--- src/rtl/multi_stretch.sv ---
// Multi-channel pulse stretcher: each channel synchronises an asynchronous input
// and holds its output asserted for at least MIN_DURATION_MS, then follows the input.
module multi_stretch #(
    parameter int unsigned          CHANNELS        = 4,
    parameter int unsigned          MIN_DURATION_MS = 200,
    parameter int unsigned          SYSTEM_CLOCK    = 50000000,
    parameter int unsigned          SYNC_STAGES     = 2,
    parameter bit                   RETRIGGER       = 1'b0,
    parameter logic [CHANNELS-1:0]  INVERT          = '0
) (
    input  logic                clk,
    input  logic                rst_n,
    input  logic [CHANNELS-1:0] en,
    input  logic [CHANNELS-1:0] in,
    output logic [CHANNELS-1:0] out,
    output logic                any_active
);

    localparam longint unsigned MIN_PROD =
        (64'(MIN_DURATION_MS) * 64'(SYSTEM_CLOCK)) / 64'd1000;
    localparam longint unsigned MIN_CLKS = (MIN_PROD == 64'd0) ? 64'd1 : MIN_PROD;
    localparam int unsigned     CNT_W    = $clog2(MIN_CLKS + 64'd1);
    localparam logic [CNT_W-1:0] CNT_LAST = CNT_W'(MIN_CLKS - 64'd1);

    typedef enum logic [1:0] {
        IDLE   = 2'd0,
        HOLD   = 2'd1,
        FOLLOW = 2'd2
    } state_t;

    logic [CHANNELS-1:0] sync_ff [SYNC_STAGES];
    logic [CHANNELS-1:0] sync;
    logic [CHANNELS-1:0] sync_q;
    logic [CHANNELS-1:0] rise;
    logic [CHANNELS-1:0] lout_d;

    state_t              state_q [CHANNELS];
    state_t              state_d [CHANNELS];
    logic [CNT_W-1:0]    cnt_q   [CHANNELS];
    logic [CNT_W-1:0]    cnt_d   [CHANNELS];

    // Synchroniser operates on logical polarity and ignores en, so a held input
    // never looks like a fresh edge when the channel is re-enabled.
    always_ff @(posedge clk) begin
        if (!rst_n) begin
            for (int s = 0; s < int'(SYNC_STAGES); s++) begin
                sync_ff[s] <= '0;
            end
            sync_q <= '0;
        end else begin
            sync_ff[0] <= in ^ INVERT;
            for (int s = 1; s < int'(SYNC_STAGES); s++) begin
                sync_ff[s] <= sync_ff[s-1];
            end
            sync_q <= sync;
        end
    end

    assign sync = sync_ff[SYNC_STAGES-1];
    assign rise = sync & ~sync_q;

    // Per-channel state register.
    always_ff @(posedge clk) begin
        if (!rst_n) begin
            for (int i = 0; i < int'(CHANNELS); i++) begin
                state_q[i] <= IDLE;
                cnt_q[i]   <= '0;
            end
        end else begin
            for (int i = 0; i < int'(CHANNELS); i++) begin
                state_q[i] <= state_d[i];
                cnt_q[i]   <= cnt_d[i];
            end
        end
    end

    // Next-state and next logical output; a retrigger wins over the terminal count.
    always_comb begin
        for (int i = 0; i < int'(CHANNELS); i++) begin
            state_d[i] = state_q[i];
            cnt_d[i]   = cnt_q[i];
            lout_d[i]  = 1'b0;
            if (!en[i]) begin
                state_d[i] = IDLE;
                cnt_d[i]   = '0;
            end else begin
                case (state_q[i])
                    IDLE: begin
                        if (rise[i]) begin
                            state_d[i] = HOLD;
                            cnt_d[i]   = '0;
                        end
                    end
                    HOLD: begin
                        if (RETRIGGER && rise[i]) begin
                            cnt_d[i] = '0;
                        end else if (cnt_q[i] == CNT_LAST) begin
                            state_d[i] = sync[i] ? FOLLOW : IDLE;
                            cnt_d[i]   = '0;
                        end else begin
                            cnt_d[i] = cnt_q[i] + CNT_W'(1);
                        end
                    end
                    FOLLOW: begin
                        if (!sync[i]) begin
                            state_d[i] = IDLE;
                        end
                    end
                    default: begin
                        state_d[i] = IDLE;
                        cnt_d[i]   = '0;
                    end
                endcase
            end
            case (state_d[i])
                HOLD:    lout_d[i] = 1'b1;
                FOLLOW:  lout_d[i] = sync[i];
                default: lout_d[i] = 1'b0;
            endcase
        end
    end

    // Outputs registered from next-state values so any_active aligns with out.
    always_ff @(posedge clk) begin
        if (!rst_n) begin
            out        <= INVERT;
            any_active <= 1'b0;
        end else begin
            out        <= lout_d ^ INVERT;
            any_active <= |lout_d;
        end
    end

endmodule

--- config.mk ---
export PLATFORM = sky130hd
export DESIGN_NAME = multi_stretch
export DESIGN_NICKNAME = d
export VERILOG_FILES = /design/src/rtl/multi_stretch.sv
export SDC_FILE = /design/constraint.sdc
export NUM_CORES = 1
export LEC_CHECK = 0
export BUFFER_PORTS_ARGS = -buffer_cell sky130_fd_sc_hd__buf_2
export CORE_ASPECT_RATIO = 1.2
export CORE_MARGIN = 2
export CORE_UTILIZATION = 35
export DETAILED_ROUTE_END_ITERATION = 16
export PLACE_DENSITY = 0.58
export SYNTH_ARGS = -nofsm -noshare
export SYNTH_HDL_FRONTEND = slang
export SYNTH_SLANG_ARGS = --single-unit
--- constraint.sdc ---
create_clock -name clk -period 2.5 [get_ports clk]
set_input_delay 0.375 -clock clk [delete_from_list [all_inputs] [get_ports clk]]
set_output_delay 0.375 -clock clk [all_outputs]
set_load 0.05 [all_outputs]
# Word level (Yosys, flattened, before mapping)
# Memories as Yosys holds them, arrays and structs flattened.
# Cells that the tools add are included.
# op_classes
reduce_logical	5
add_sub_neg	4
n_mux	56
bitwise	12
eq_ne	20
# op_table
op	n
24-bit two-way mux	16
24-bit one-hot mux with 3 select lines	4
24-bit by 1-bit adder with 24-bit output (second input constant)	4
24-bit == test (second input constant)	4
2-bit two-way mux	24
2-bit one-hot mux with 3 select lines	4
2-bit by 1-bit == test with 1-bit output (second input constant)	8
2-bit == test (second input constant)	8
1-bit OR	10
2-bit logical NOT	4
4-bit two-way mux	2
1-bit one-hot mux with 2 select lines	4
4-bit AND	1
4-bit inverter	1
4-bit OR reduction	1
1-bit two-way mux	2
# word_totals
memories	3
in_bits	10
ff_bits	9
out_inout_bits	5
ram_bits	112
word_cells	103
# memory_table
name	depth	word_bits	read_ports	rd_ports_with_merged_regs	wr	line	source
cnt_q	4	24	4	0	4	39	logic [CNT_W-1:0] cnt_q [CHANNELS];
state_q	4	2	4	0	4	37	state_t state_q [CHANNELS];
sync_ff	2	4	2	0	2	31	logic [CHANNELS-1:0] sync_ff [SYNC_STAGES];

# Longest topological paths before layout
# logic_depth
ltp_word	8
depth_mapped	10

# Worst setup path after synthesis
# Ideal clock, no wire load.
# synth_path
kind	reg2reg
from	memory cnt_q[1][7] (netlist bit)
to	register any_active
period_less_slack_ns	2.610
required_ns	2.375
stages_incl_launch_ff	10
setup_slack_ns	-0.110
n_path_buf	0
arrival_ns	2.484
cell_sequence	dfxtp_1 > or4b_1 > or4_4 > o31ai_1 > and3_1 > inv_1 > ha_1 > a21oi_1 > nor2_1 > o41a_1
# synth_lines
item	line	source
start, declared	39	
end signal, assigned	130	any_active <= |lout_d;
end, declared	16	output logic any_active

==> results.yml <==
status:
  status: "complete, but fails checks"
  violations: "setup timing"
synth:
  synth_top_cell_area_share: 0.411
  yosysTopAreaCell: "dfxtp_1"
  yosysMostFrequentCell: "dfxtp_1"
  ys_ff_latch: 121
  synth-seq-area-share: 0.411
  synth-edff-count: 0
  yosys.cell_types.count: 64
  synth_cells: 698
  synth_commonest_cells: "dfxtp_1 (121), nor2_1 (91), nand2_1 (66)"
  async_flop_share: 0
  avgSynthCellArea_um2: 8.45
  netlist_area_um2: 5900
  netlist_top_cells_area: "dfxtp_1 (41%), nor2_1 (5.8%), xnor2_1 (5.2%), xor2_1 (4.9%), nand2_1 (4.2%)"
  synth_ff_type: "dfxtp_1"
  yosysWarningCount: 0
  synth_nets: 720
global_routing:
  grt_max_degree: 33
  grt_use_total: 0.154
  grt.overflow.total: 0
  antenna_found_initial: 0
  grt_pass1_wl_um: 22300
  grt_pass1_vias: 4819
hold_path:
  hold_path_class: "in -> reg"
route:
  vias: 5063
  drt_first_iter_violations: 335
  viasPerCell: 5.00
  wirelength_um: 13000
  drtAntennaViolNets: 0
  post-route-drc-count: 0
  dr.pass1.iters: 4
  wl_per_cell_um: 12.9
timing:
  fmax_mhz: 389
  finalClockSkew_ns: 0.00430
  timing_max_transition_violations_final: 0
  slew_headroom: 0.479
  hold_viol: 0
  fin_ws_ns: -0.0704
  final.min_clock_period_ns: 2.57
  rsz0062_at_grt: "yes"
  finalCritPeriodShare: 1.03
  setup_viol: 1
  worst_slew_pin_slew_ns: 0.779
worst_setup_path:
  arrival_ns: 2.87
  crit_family: "simple AND/OR/NAND/NOR gates"
  worst_setup_path_start_kind: "register"
  crit_chain: "or4b_1 > or4_4 > o21ai_1 > a21oi_1 > and2_1 > ha_2 > a21oi_2 > nor2_1 > o41a_1"
  crit_type: "reg -> reg"
  critPathMaxFanout: 3
  end_kind: "register"
  cp_slowest_cell: "or4_4"
  critPathMaxStageDelay_ns: 0.56
  path_buf_inv: 0
  worst_ep_required_time_ns: 2.80
cts:
  cts-root-buf: "clkbuf_16"
  clk_latency_ns: 0.42
  cts.sinks: 121
  htreeDepth: 4
  clockBufferDepth: 2
  cts.reportedPaths.clkPinSlew_ns: 0.05
  numCtsBuffers: 17
  cts_tree: "done"
run:
  drv_cap: 0
finish:
  final_cell_count_no_fill: 1012
  drive_above_1_share: 0.168
  nets: 805
  antenna_cells: 0
  fillCellCount: 1697
  final_area_um2: 7300
  final_util: 0.438
  regArea_um2: 2420
  syn_to_final_growth_pct: 23.7
  multiInputGateArea_um2: 3370
power:
  p_leak_uw: 0.00263
  peakVddDrop_mv: 0.504
  power_density_nw_per_um2: 622
  p_total_uw: 4540
placement:
  placed_cell_area_um2: 6660
  pre_cts_ws_ns: -0.0289
  dpl.hpwl_um: 9200
  gp_congestion: 0.794
  dpl.cell_count: 979
  portBuffers: 14
floorplan:
  initial_core_util: 0.354
  die_width_um: 122
  die-area_um2: 17900
  ios: 15
  dieHeight_um: 146
  core_um2: 16700
  rows: 52
## path summary, 6_finish.rpt
path | from | endpoint | slack, ns | depth (start not counted)
min reg2reg | sync_ff[0][0]$_SDFF_PN0_ | sync_ff[0][4]$_SDFF_PN0_ | 0.43 | 1
min | in[1] | sync_ff[0][1]$_SDFF_PN0_ | 0.16 | 2
max | cnt_q[1][17]$_SDFFE_PN0P_ | any_active$_SDFF_PN0_ | -0.07 | 9
max reg2reg | cnt_q[1][17]$_SDFFE_PN0P_ | any_active$_SDFF_PN0_ | -0.07 | 9
## layout make-up
class | count | share of cell area
multi-input combinational | 544 | 0.462
sequential | 121 | 0.332
timing repair buffer | 79 | 0.0765
clock buffer | 21 | 0.0658
tap | 216 | 0.0370
clock inverter | 11 | 0.0165
inverter | 20 | 0.0103
## what timing repair did
action                     4_1_cts  5_1_grt
buffers inserted                 0        1
hold buffers                     0        0
resized for setup                0        4
setup endpoints to repair        1        3
pin swaps                        1        2
## kinds of logic (layout without fill, tap and decap cells)
family | Yosys count | in the layout | synth area share
simple gates | 367 | 367 | 0.336
flops | 121 | 121 | 0.411
compound gates | 96 | 96 | 0.102
xor+xnor | 68 | 68 | 0.101
buf+inv | 33 | 131 | 0.0236
fa+ha+maj | 12 | 12 | 0.0255
mux | 1 | 1 | 0.00170
## cell usage in the layout (no fill, tap or decap), drive strengths merged, types with 4 or more instances in the layout
| master | netlist | layout |
|---|---|---|
| dfxtp | 121 | 121 |
| nor2 | 91 | 91 |
| buf | 3 | 79 |
| nand2 | 66 | 66 |
| nand3 | 39 | 39 |
| xnor2 | 35 | 35 |
| nand4 | 35 | 35 |
| xor2 | 33 | 33 |
| a21oi | 31 | 31 |
| and2 | 27 | 27 |
| a31oi | 21 | 21 |
| clkbuf | 10 | 21 |
| inv | 20 | 20 |
| and3 | 20 | 20 |
| o21ai | 18 | 18 |
| nor4 | 17 | 17 |
| nor3 | 14 | 14 |
| ha | 12 | 12 |
| nand2b | 8 | 8 |
| nor3b | 7 | 7 |
| and4 | 6 | 6 |
| clkinv | 0 | 6 |
| or4 | 5 | 5 |
| or3b | 5 | 5 |
| nor2b | 4 | 4 |
| nand3b | 4 | 4 |
## per-stage QoR
step	hold slack, ns	TNS, ns
2_1_floorplan	0.412	0
3_3_place_gp	0.417	-0.0381
3_5_place_dp	0.422	-0.0289
4_1_cts	0.146	-0.0427
5_1_grt	0.152	-0.145
6_report	0.159	-0.0704
## registers in the layout (all words and copies together), names as in the netlist
register and count:
any_active 1, sync_q 4, out 4, cnt_q 96
state_q 8, sync_ff 8
## routing by layer
layer	routed length, µm	global-route usage	vias up	share of wire
met5	0	0	-	0
met4	246	0.0667	0	0.019
met3	281	0.0324	17	0.022
met2	6170	0.258	58	0.47
met1	6310	0.190	2326	0.49
li1	-	-	2662	-
## report_power, final
part | switching (µW) | total [µW] | internal (µW)
logic | 86.9 | 133 | 45.6
clock network | 887 | 2450 | 1570
registers | 9.81 | 1950 | 1940
No activity file was read; power rests on OpenSTA's default activity.
